File: config.mk
export PLATFORM = sky130hd
export DESIGN_NAME = branch_resolve_unit_flat
export DESIGN_NICKNAME = d
export VERILOG_FILES = /design/src/rtl/branch_resolve_unit_if.sv /design/src/rtl/branch_resolve_unit.sv /design/src/flat_wrapper.sv
export SDC_FILE = /design/constraint.sdc
export NUM_CORES = 1
export LEC_CHECK = 0
export CAP_MARGIN = 30
export CORE_UTILIZATION = 54
export DETAILED_ROUTE_END_ITERATION = 16
export PLACE_DENSITY = 0.79
export SLEW_MARGIN = 20
export SYNTH_ARGS = -nofsm -noshare
export SYNTH_HDL_FRONTEND = slang
export SYNTH_SLANG_ARGS = --single-unit
File: constraint.sdc
create_clock -name clk -period 7.9 [get_ports clk]
set_input_delay 1.185 -clock clk [delete_from_list [all_inputs] [get_ports clk]]
set_output_delay 1.185 -clock clk [all_outputs]
set_load 0.01 [all_outputs]
File: src/rtl/branch_resolve_unit_if.sv
// Fetch/execute/predictor-update signal bundle for branch_resolve_unit.
// slave = the resolve unit itself; master = whatever drives fetch/exec and consumes the update bus.
interface branch_resolve_unit_if;
    logic        fetch_push;
    logic [31:0] fetch_PC4;
    logic        fetch_p_dir;
    logic [31:0] fetch_p_target;
    logic [3:0]  fetch_ras_index;
    logic        exec_valid;
    logic        exec_taken;
    logic [31:0] exec_target;
    logic        soin_bpredictor_stall;
    logic        fetch_redirect;
    logic [31:0] fetch_redirect_PC;
    logic        execute_bpredictor_update;
    logic [31:0] execute_bpredictor_PC4;
    logic [31:0] execute_bpredictor_target;
    logic        execute_bpredictor_dir;
    logic        execute_bpredictor_miss;
    logic        execute_bpredictor_recover_ras;
    logic [3:0]  execute_bpredictor_meta;
    logic        resolve_underflow;

    modport slave (
        input  fetch_push, fetch_PC4, fetch_p_dir, fetch_p_target, fetch_ras_index,
        input  exec_valid, exec_taken, exec_target,
        output soin_bpredictor_stall, fetch_redirect, fetch_redirect_PC,
        output execute_bpredictor_update, execute_bpredictor_PC4, execute_bpredictor_target,
        output execute_bpredictor_dir, execute_bpredictor_miss, execute_bpredictor_recover_ras,
        output execute_bpredictor_meta, resolve_underflow
    );

    modport master (
        output fetch_push, fetch_PC4, fetch_p_dir, fetch_p_target, fetch_ras_index,
        output exec_valid, exec_taken, exec_target,
        input  soin_bpredictor_stall, fetch_redirect, fetch_redirect_PC,
        input  execute_bpredictor_update, execute_bpredictor_PC4, execute_bpredictor_target,
        input  execute_bpredictor_dir, execute_bpredictor_miss, execute_bpredictor_recover_ras,
        input  execute_bpredictor_meta, resolve_underflow
    );
endinterface

File: src/rtl/branch_resolve_unit.sv
// In-order queue of predicted branches, resolved against execute outcomes to drive predictor update/redirect.
// Latency: resolve -> update/redirect pulse 1 cycle. Backpressure: stall while queue full; redirect squashes pushes.
module branch_resolve_unit #(
    parameter int DEPTH = 4,
    parameter int PTR_W = 2
) (
    input logic             clk,
    input logic             reset,
    branch_resolve_unit_if.slave bus
);
    typedef struct packed {
        logic [31:0] pc4;
        logic        p_dir;
        logic [31:0] p_target;
        logic [3:0]  ras_index;
    } entry_t;

    localparam logic [PTR_W:0] FULL = (PTR_W+1)'(DEPTH);

    entry_t           mem_q [DEPTH];
    entry_t           mem_d [DEPTH];
    logic [PTR_W-1:0] rd_ptr_q, rd_ptr_d, wr_ptr_q, wr_ptr_d;
    logic [PTR_W:0]   count_q, count_d;

    logic        update_q, update_d, miss_q, miss_d, redirect_q, redirect_d;
    logic        dir_q, dir_d, underflow_q, underflow_d;
    logic [31:0] pc4_q, pc4_d, target_q, target_d, rpc_q, rpc_d;
    logic [3:0]  meta_q, meta_d;

    entry_t head;
    logic   pop, push_ok, miss, flush;

    always_comb begin
        head    = mem_q[rd_ptr_q];
        pop     = bus.exec_valid && (count_q != '0);
        miss    = (head.p_dir != bus.exec_taken) ||
                  (bus.exec_taken && (head.p_target != bus.exec_target));
        flush   = pop && miss;
        // A pop in the same cycle frees the slot, so a push at full is still accepted.
        push_ok = bus.fetch_push && !redirect_q && ((count_q != FULL) || pop);

        mem_d    = mem_q;
        rd_ptr_d = rd_ptr_q;
        wr_ptr_d = wr_ptr_q;
        count_d  = count_q;
        if (flush) begin
            rd_ptr_d = '0;
            wr_ptr_d = '0;
            count_d  = '0;
        end else begin
            if (push_ok) begin
                mem_d[wr_ptr_q] = '{pc4: bus.fetch_PC4, p_dir: bus.fetch_p_dir,
                                    p_target: bus.fetch_p_target, ras_index: bus.fetch_ras_index};
                wr_ptr_d = wr_ptr_q + 1'b1;
            end
            if (pop) rd_ptr_d = rd_ptr_q + 1'b1;
            if (push_ok && !pop)      count_d = count_q + 1'b1;
            else if (pop && !push_ok) count_d = count_q - 1'b1;
        end

        update_d    = pop;
        miss_d      = flush;
        redirect_d  = flush;
        pc4_d       = pc4_q;
        target_d    = target_q;
        dir_d       = dir_q;
        meta_d      = meta_q;
        rpc_d       = rpc_q;
        if (pop) begin
            pc4_d    = head.pc4;
            target_d = bus.exec_target;
            dir_d    = bus.exec_taken;
            meta_d   = head.ras_index;
        end
        if (flush) rpc_d = bus.exec_taken ? bus.exec_target : head.pc4;
        underflow_d = underflow_q || (bus.exec_valid && (count_q == '0));
    end

    always_ff @(posedge clk) begin
        mem_q <= mem_d;
    end

    always_ff @(posedge clk) begin
        if (reset) begin
            rd_ptr_q    <= '0;
            wr_ptr_q    <= '0;
            count_q     <= '0;
            update_q    <= 1'b0;
            miss_q      <= 1'b0;
            redirect_q  <= 1'b0;
            dir_q       <= 1'b0;
            underflow_q <= 1'b0;
            pc4_q       <= '0;
            target_q    <= '0;
            rpc_q       <= '0;
            meta_q      <= '0;
        end else begin
            rd_ptr_q    <= rd_ptr_d;
            wr_ptr_q    <= wr_ptr_d;
            count_q     <= count_d;
            update_q    <= update_d;
            miss_q      <= miss_d;
            redirect_q  <= redirect_d;
            dir_q       <= dir_d;
            underflow_q <= underflow_d;
            pc4_q       <= pc4_d;
            target_q    <= target_d;
            rpc_q       <= rpc_d;
            meta_q      <= meta_d;
        end
    end

    assign bus.soin_bpredictor_stall          = (count_q == FULL);
    assign bus.fetch_redirect                 = redirect_q;
    assign bus.fetch_redirect_PC              = rpc_q;
    assign bus.execute_bpredictor_update      = update_q;
    assign bus.execute_bpredictor_PC4         = pc4_q;
    assign bus.execute_bpredictor_target      = target_q;
    assign bus.execute_bpredictor_dir         = dir_q;
    assign bus.execute_bpredictor_miss        = miss_q;
    assign bus.execute_bpredictor_recover_ras = miss_q;
    assign bus.execute_bpredictor_meta        = meta_q;
    assign bus.resolve_underflow              = underflow_q;
endmodule

File: src/flat_wrapper.sv
// flat-port wrapper written by rule: the top's interface ports become plain ports
module branch_resolve_unit_flat 
#(
    parameter int DEPTH = 4,
    parameter int PTR_W = 2
)
  (clk, reset, bus_fetch_push, bus_fetch_PC4, bus_fetch_p_dir, bus_fetch_p_target, bus_fetch_ras_index, bus_exec_valid, bus_exec_taken, bus_exec_target, bus_soin_bpredictor_stall, bus_fetch_redirect, bus_fetch_redirect_PC, bus_execute_bpredictor_update, bus_execute_bpredictor_PC4, bus_execute_bpredictor_target, bus_execute_bpredictor_dir, bus_execute_bpredictor_miss, bus_execute_bpredictor_recover_ras, bus_execute_bpredictor_meta, bus_resolve_underflow);
  branch_resolve_unit_if bus_i ();
  input logic clk;
  input logic reset;
  input wire logic [$bits(bus_i.fetch_push)-1:0] bus_fetch_push;
  input wire logic [$bits(bus_i.fetch_PC4)-1:0] bus_fetch_PC4;
  input wire logic [$bits(bus_i.fetch_p_dir)-1:0] bus_fetch_p_dir;
  input wire logic [$bits(bus_i.fetch_p_target)-1:0] bus_fetch_p_target;
  input wire logic [$bits(bus_i.fetch_ras_index)-1:0] bus_fetch_ras_index;
  input wire logic [$bits(bus_i.exec_valid)-1:0] bus_exec_valid;
  input wire logic [$bits(bus_i.exec_taken)-1:0] bus_exec_taken;
  input wire logic [$bits(bus_i.exec_target)-1:0] bus_exec_target;
  output wire logic [$bits(bus_i.soin_bpredictor_stall)-1:0] bus_soin_bpredictor_stall;
  output wire logic [$bits(bus_i.fetch_redirect)-1:0] bus_fetch_redirect;
  output wire logic [$bits(bus_i.fetch_redirect_PC)-1:0] bus_fetch_redirect_PC;
  output wire logic [$bits(bus_i.execute_bpredictor_update)-1:0] bus_execute_bpredictor_update;
  output wire logic [$bits(bus_i.execute_bpredictor_PC4)-1:0] bus_execute_bpredictor_PC4;
  output wire logic [$bits(bus_i.execute_bpredictor_target)-1:0] bus_execute_bpredictor_target;
  output wire logic [$bits(bus_i.execute_bpredictor_dir)-1:0] bus_execute_bpredictor_dir;
  output wire logic [$bits(bus_i.execute_bpredictor_miss)-1:0] bus_execute_bpredictor_miss;
  output wire logic [$bits(bus_i.execute_bpredictor_recover_ras)-1:0] bus_execute_bpredictor_recover_ras;
  output wire logic [$bits(bus_i.execute_bpredictor_meta)-1:0] bus_execute_bpredictor_meta;
  output wire logic [$bits(bus_i.resolve_underflow)-1:0] bus_resolve_underflow;
  assign bus_i.fetch_push = bus_fetch_push;
  assign bus_i.fetch_PC4 = bus_fetch_PC4;
  assign bus_i.fetch_p_dir = bus_fetch_p_dir;
  assign bus_i.fetch_p_target = bus_fetch_p_target;
  assign bus_i.fetch_ras_index = bus_fetch_ras_index;
  assign bus_i.exec_valid = bus_exec_valid;
  assign bus_i.exec_taken = bus_exec_taken;
  assign bus_i.exec_target = bus_exec_target;
  assign bus_soin_bpredictor_stall = bus_i.soin_bpredictor_stall;
  assign bus_fetch_redirect = bus_i.fetch_redirect;
  assign bus_fetch_redirect_PC = bus_i.fetch_redirect_PC;
  assign bus_execute_bpredictor_update = bus_i.execute_bpredictor_update;
  assign bus_execute_bpredictor_PC4 = bus_i.execute_bpredictor_PC4;
  assign bus_execute_bpredictor_target = bus_i.execute_bpredictor_target;
  assign bus_execute_bpredictor_dir = bus_i.execute_bpredictor_dir;
  assign bus_execute_bpredictor_miss = bus_i.execute_bpredictor_miss;
  assign bus_execute_bpredictor_recover_ras = bus_i.execute_bpredictor_recover_ras;
  assign bus_execute_bpredictor_meta = bus_i.execute_bpredictor_meta;
  assign bus_resolve_underflow = bus_i.resolve_underflow;
  branch_resolve_unit #(.DEPTH(DEPTH), .PTR_W(PTR_W)) u_core (.clk(clk), .reset(reset), .bus(bus_i));
endmodule
==> metrics.cfg <==
[clocking]
cts-root-buf=clkbuf_16
postCtsSetupBuffers=0
hold_buffers=0
cts_buffer_depth=3
path_clk_slew_ns=0.06
cts.sinks=387
clk_latency_ns=0.52
h-tree-depth=2
cts_tree=yes
post_cts_resized=0
numCtsBuffers=40

[yosys]
syn_area_per_cell_um2=15.15
synth_area_um2=15050
seq_area_frac_synth_pct=69.85
synth-edff-count=276
ys_warn_count=0
yosysUniqueCellTypes=46
netlist_instances=993
async_flop_share_pct=0
ys_ff_latch=387
synth_nets=1105
synth_flop_cell=edfxtp_1

[global_routing]
antenna_found_initial=1
grtUsageTotal_pct=26.41
grt_overflow=0
grt_pass1_wl_um=55740
grt_max_degree=95
grt_pass1_vias=9257

[floorplan]
io_pins=213
chipWidth_um=168.9
die_y_um=168.9
rows=60
start_util_pct=55.36
die_area_um2=28530
coreArea_um2=27180

[run]
maxCapViolCount=0

[timing]
rsz0062_at_grt=no
hold_ws_ns=0.4528
finalCritPeriodShare_pct=65.36
maxSlewViolCount=0
max_slew_margin_pct=38.27
worst_slew_pin_slew_ns=0.9238
finalHoldViolCount=0
fin_skew_ns=0.01653
setup_tns_ns=0
max_freq_mhz=193.7
finalSetupViolations=0
period_needed_ns=5.163

[pwr]
vdd_drop_max_mv=0.2134
p_leak_nw=6.282
cellPowerDensity_nw_per_um2=330.4

[cells_and_area]
fin_area_um2=18790
antenna_cells=0
nNetsFinal=1309
syn2layout_area_growth_pct=24.87
drive_gt1_share_pct=12.55

[placed_design]
dpl.hpwl_um=24370
placed_area_um2=17460
gp_congestion=0.8125
place.port_buffers=212

[critical_path]
cp-end-kind=register
cp_data_arrival_time_ns=5.30
crit_fanout=44
critical_path_required_ns=8.04
worstSetupPathType=register to register
cp-start-kind=register

[routing]
ant_nets=0
first_pass_iters=7
drtIter0Drc=1023
vias=9398
routed_wl_um=37110
drcViolationCount=0
wl_per_cell_um=23.21
vias_per_cell=5.877

[min_path]
hp-class=register to register

[status]
status=complete, no violations

-- placed cells by master, fill, tap and decap left out, drive strengths merged, types with 27 or more instances in the layout --
cell type        n
o31ai           32
dfxtp          111
a21oi          108
clkdlybuf4s50  210
nand2          154
mux4            60
clkbuf          53
edfxtp         276
nand2b          30
xnor2           27
o22a            32
-- flip-flops by register name, indices dropped and copies added (netlist names), 2 cells and up --
name                                  flops
u_core.mem_q                            276
u_core.bus.execute_bpredictor_PC4        32
u_core.bus.execute_bpredictor_target     32
u_core.bus.fetch_redirect_PC             32
u_core.bus.execute_bpredictor_meta        4
u_core.count_q                            3
u_core.rd_ptr_q                           2
u_core.wr_ptr_q                           2
-- synthesized netlist by cell type (2+ instances only) --
| library cell | n | area, um2 |
|---|---|---|
| nor2b_1 | 3 | 18.77 |
| mux2i_1 | 20 | 200.2 |
| nor3_2 | 7 | 70.07 |
| buf_2 | 10 | 50.05 |
| o21ai_0 | 4 | 20.02 |
| edfxtp_1 | 276 | 8288 |
| mux2_2 | 3 | 33.78 |
| nor2_1 | 9 | 33.78 |
| xor2_1 | 7 | 61.31 |
| nand2_1 | 154 | 578.1 |
| buf_1 | 2 | 7.510 |
| nor3_1 | 2 | 10.01 |
| buf_6 | 8 | 90.09 |
| inv_1 | 8 | 30.03 |
| dfxtp_1 | 111 | 2222 |
| o31ai_1 | 32 | 240.2 |
| ha_1 | 5 | 62.56 |
| a221oi_1 | 2 | 17.52 |
| o22ai_1 | 2 | 12.51 |
| xnor2_1 | 27 | 236.5 |
| a21oi_1 | 108 | 540.5 |
| o22a_1 | 32 | 280.3 |
| nand2b_1 | 30 | 187.7 |
| nand4_1 | 3 | 18.77 |
| nand3_1 | 2 | 10.01 |
| mux4_2 | 60 | 1351 |
| clkbuf_1 | 44 | 165.2 |
| buf_4 | 4 | 30.03 |
-- path summary, 6_finish.rpt --
path | startpoint | to | slack (ns) | cells after the start
worst max-delay path | u_core.rd_ptr_q[1] | u_core.mem_q[128] | 2.74 | 10
worst min register to register | u_core.bus.execute_bpredictor_PC4[0] | u_core.bus.execute_bpredictor_PC4[0] | 0.45 | 2
worst min-delay path | u_core.bus.execute_bpredictor_PC4[0] | u_core.bus.execute_bpredictor_PC4[0] | 0.45 | 2
worst max register to register | u_core.rd_ptr_q[1] | u_core.mem_q[128] | 2.74 | 10
-- where the power goes --
part	internal, W	switching, W	total (W)
clock network	0.00109	0.000732	0.00182
registers	0.00254	0.000205	0.00274
logic	0.000785	0.000859	0.00164
-- critical path, cell delays in order (launching register included) --
cell and delay, ns:
dfxtp_4 0.60, buf_4 0.61, mux4_2 0.42, xnor2_1 0.23, nand2_1 0.09, or4_1 0.51
nor4_2 0.30, a311oi_4 0.14, buf_4 0.34, nor2_4 0.80, buf_4 0.66
-- layout make-up --
class,instances,area (um2)
repair buffers,230,2290
well taps,372,465.4
multi-input cells,529,4212
clock inverters,19,187.7
flip-flops and latches,387,10520
fillers,1854,8389
inverters,9,33.78
clock buffers,53,1081
-- kinds of logic (layout without fill, tap and decap cells) --
kind of cell / after synthesis / after routing / synth area share (%)
AOI/OAI and AO/OA: 187 / 187 / 7.800
xor gates and xnor gates: 34 / 34 / 1.979
adders and majority gates: 6 / 6 / 0.5489
buffers and inverters: 77 / 311 / 2.503
DFF: 387 / 387 / 69.85
muxes: 83 / 83 / 10.54
and+or+nand+nor: 219 / 219 / 6.778
-- layer usage --
metal,up-vias,routed length [um],track usage [%]
li1,4157,-,-
met1,4640,14480,35.28
met2,509,17820,42.81
met3,90,3352,5.144
met4,2,1449,10.71
met5,-,13,0
-- per-stage QoR --
stage	std cells	power (W)	utilization [%]	worst slack (ns)
2_1_floorplan	993	0.003722	-	1.740
5_1_grt	1599	0.006449	69.13	2.516
3_5_place_dp	1525	0.004413	64.26	2.445
3_3_place_gp	1525	0.004374	64.26	2.495
4_1_cts	1597	0.006231	68.93	2.673
6_report	1599	0.006207	69.13	2.737
Note: power is estimated with default switching activity, not from simulation.
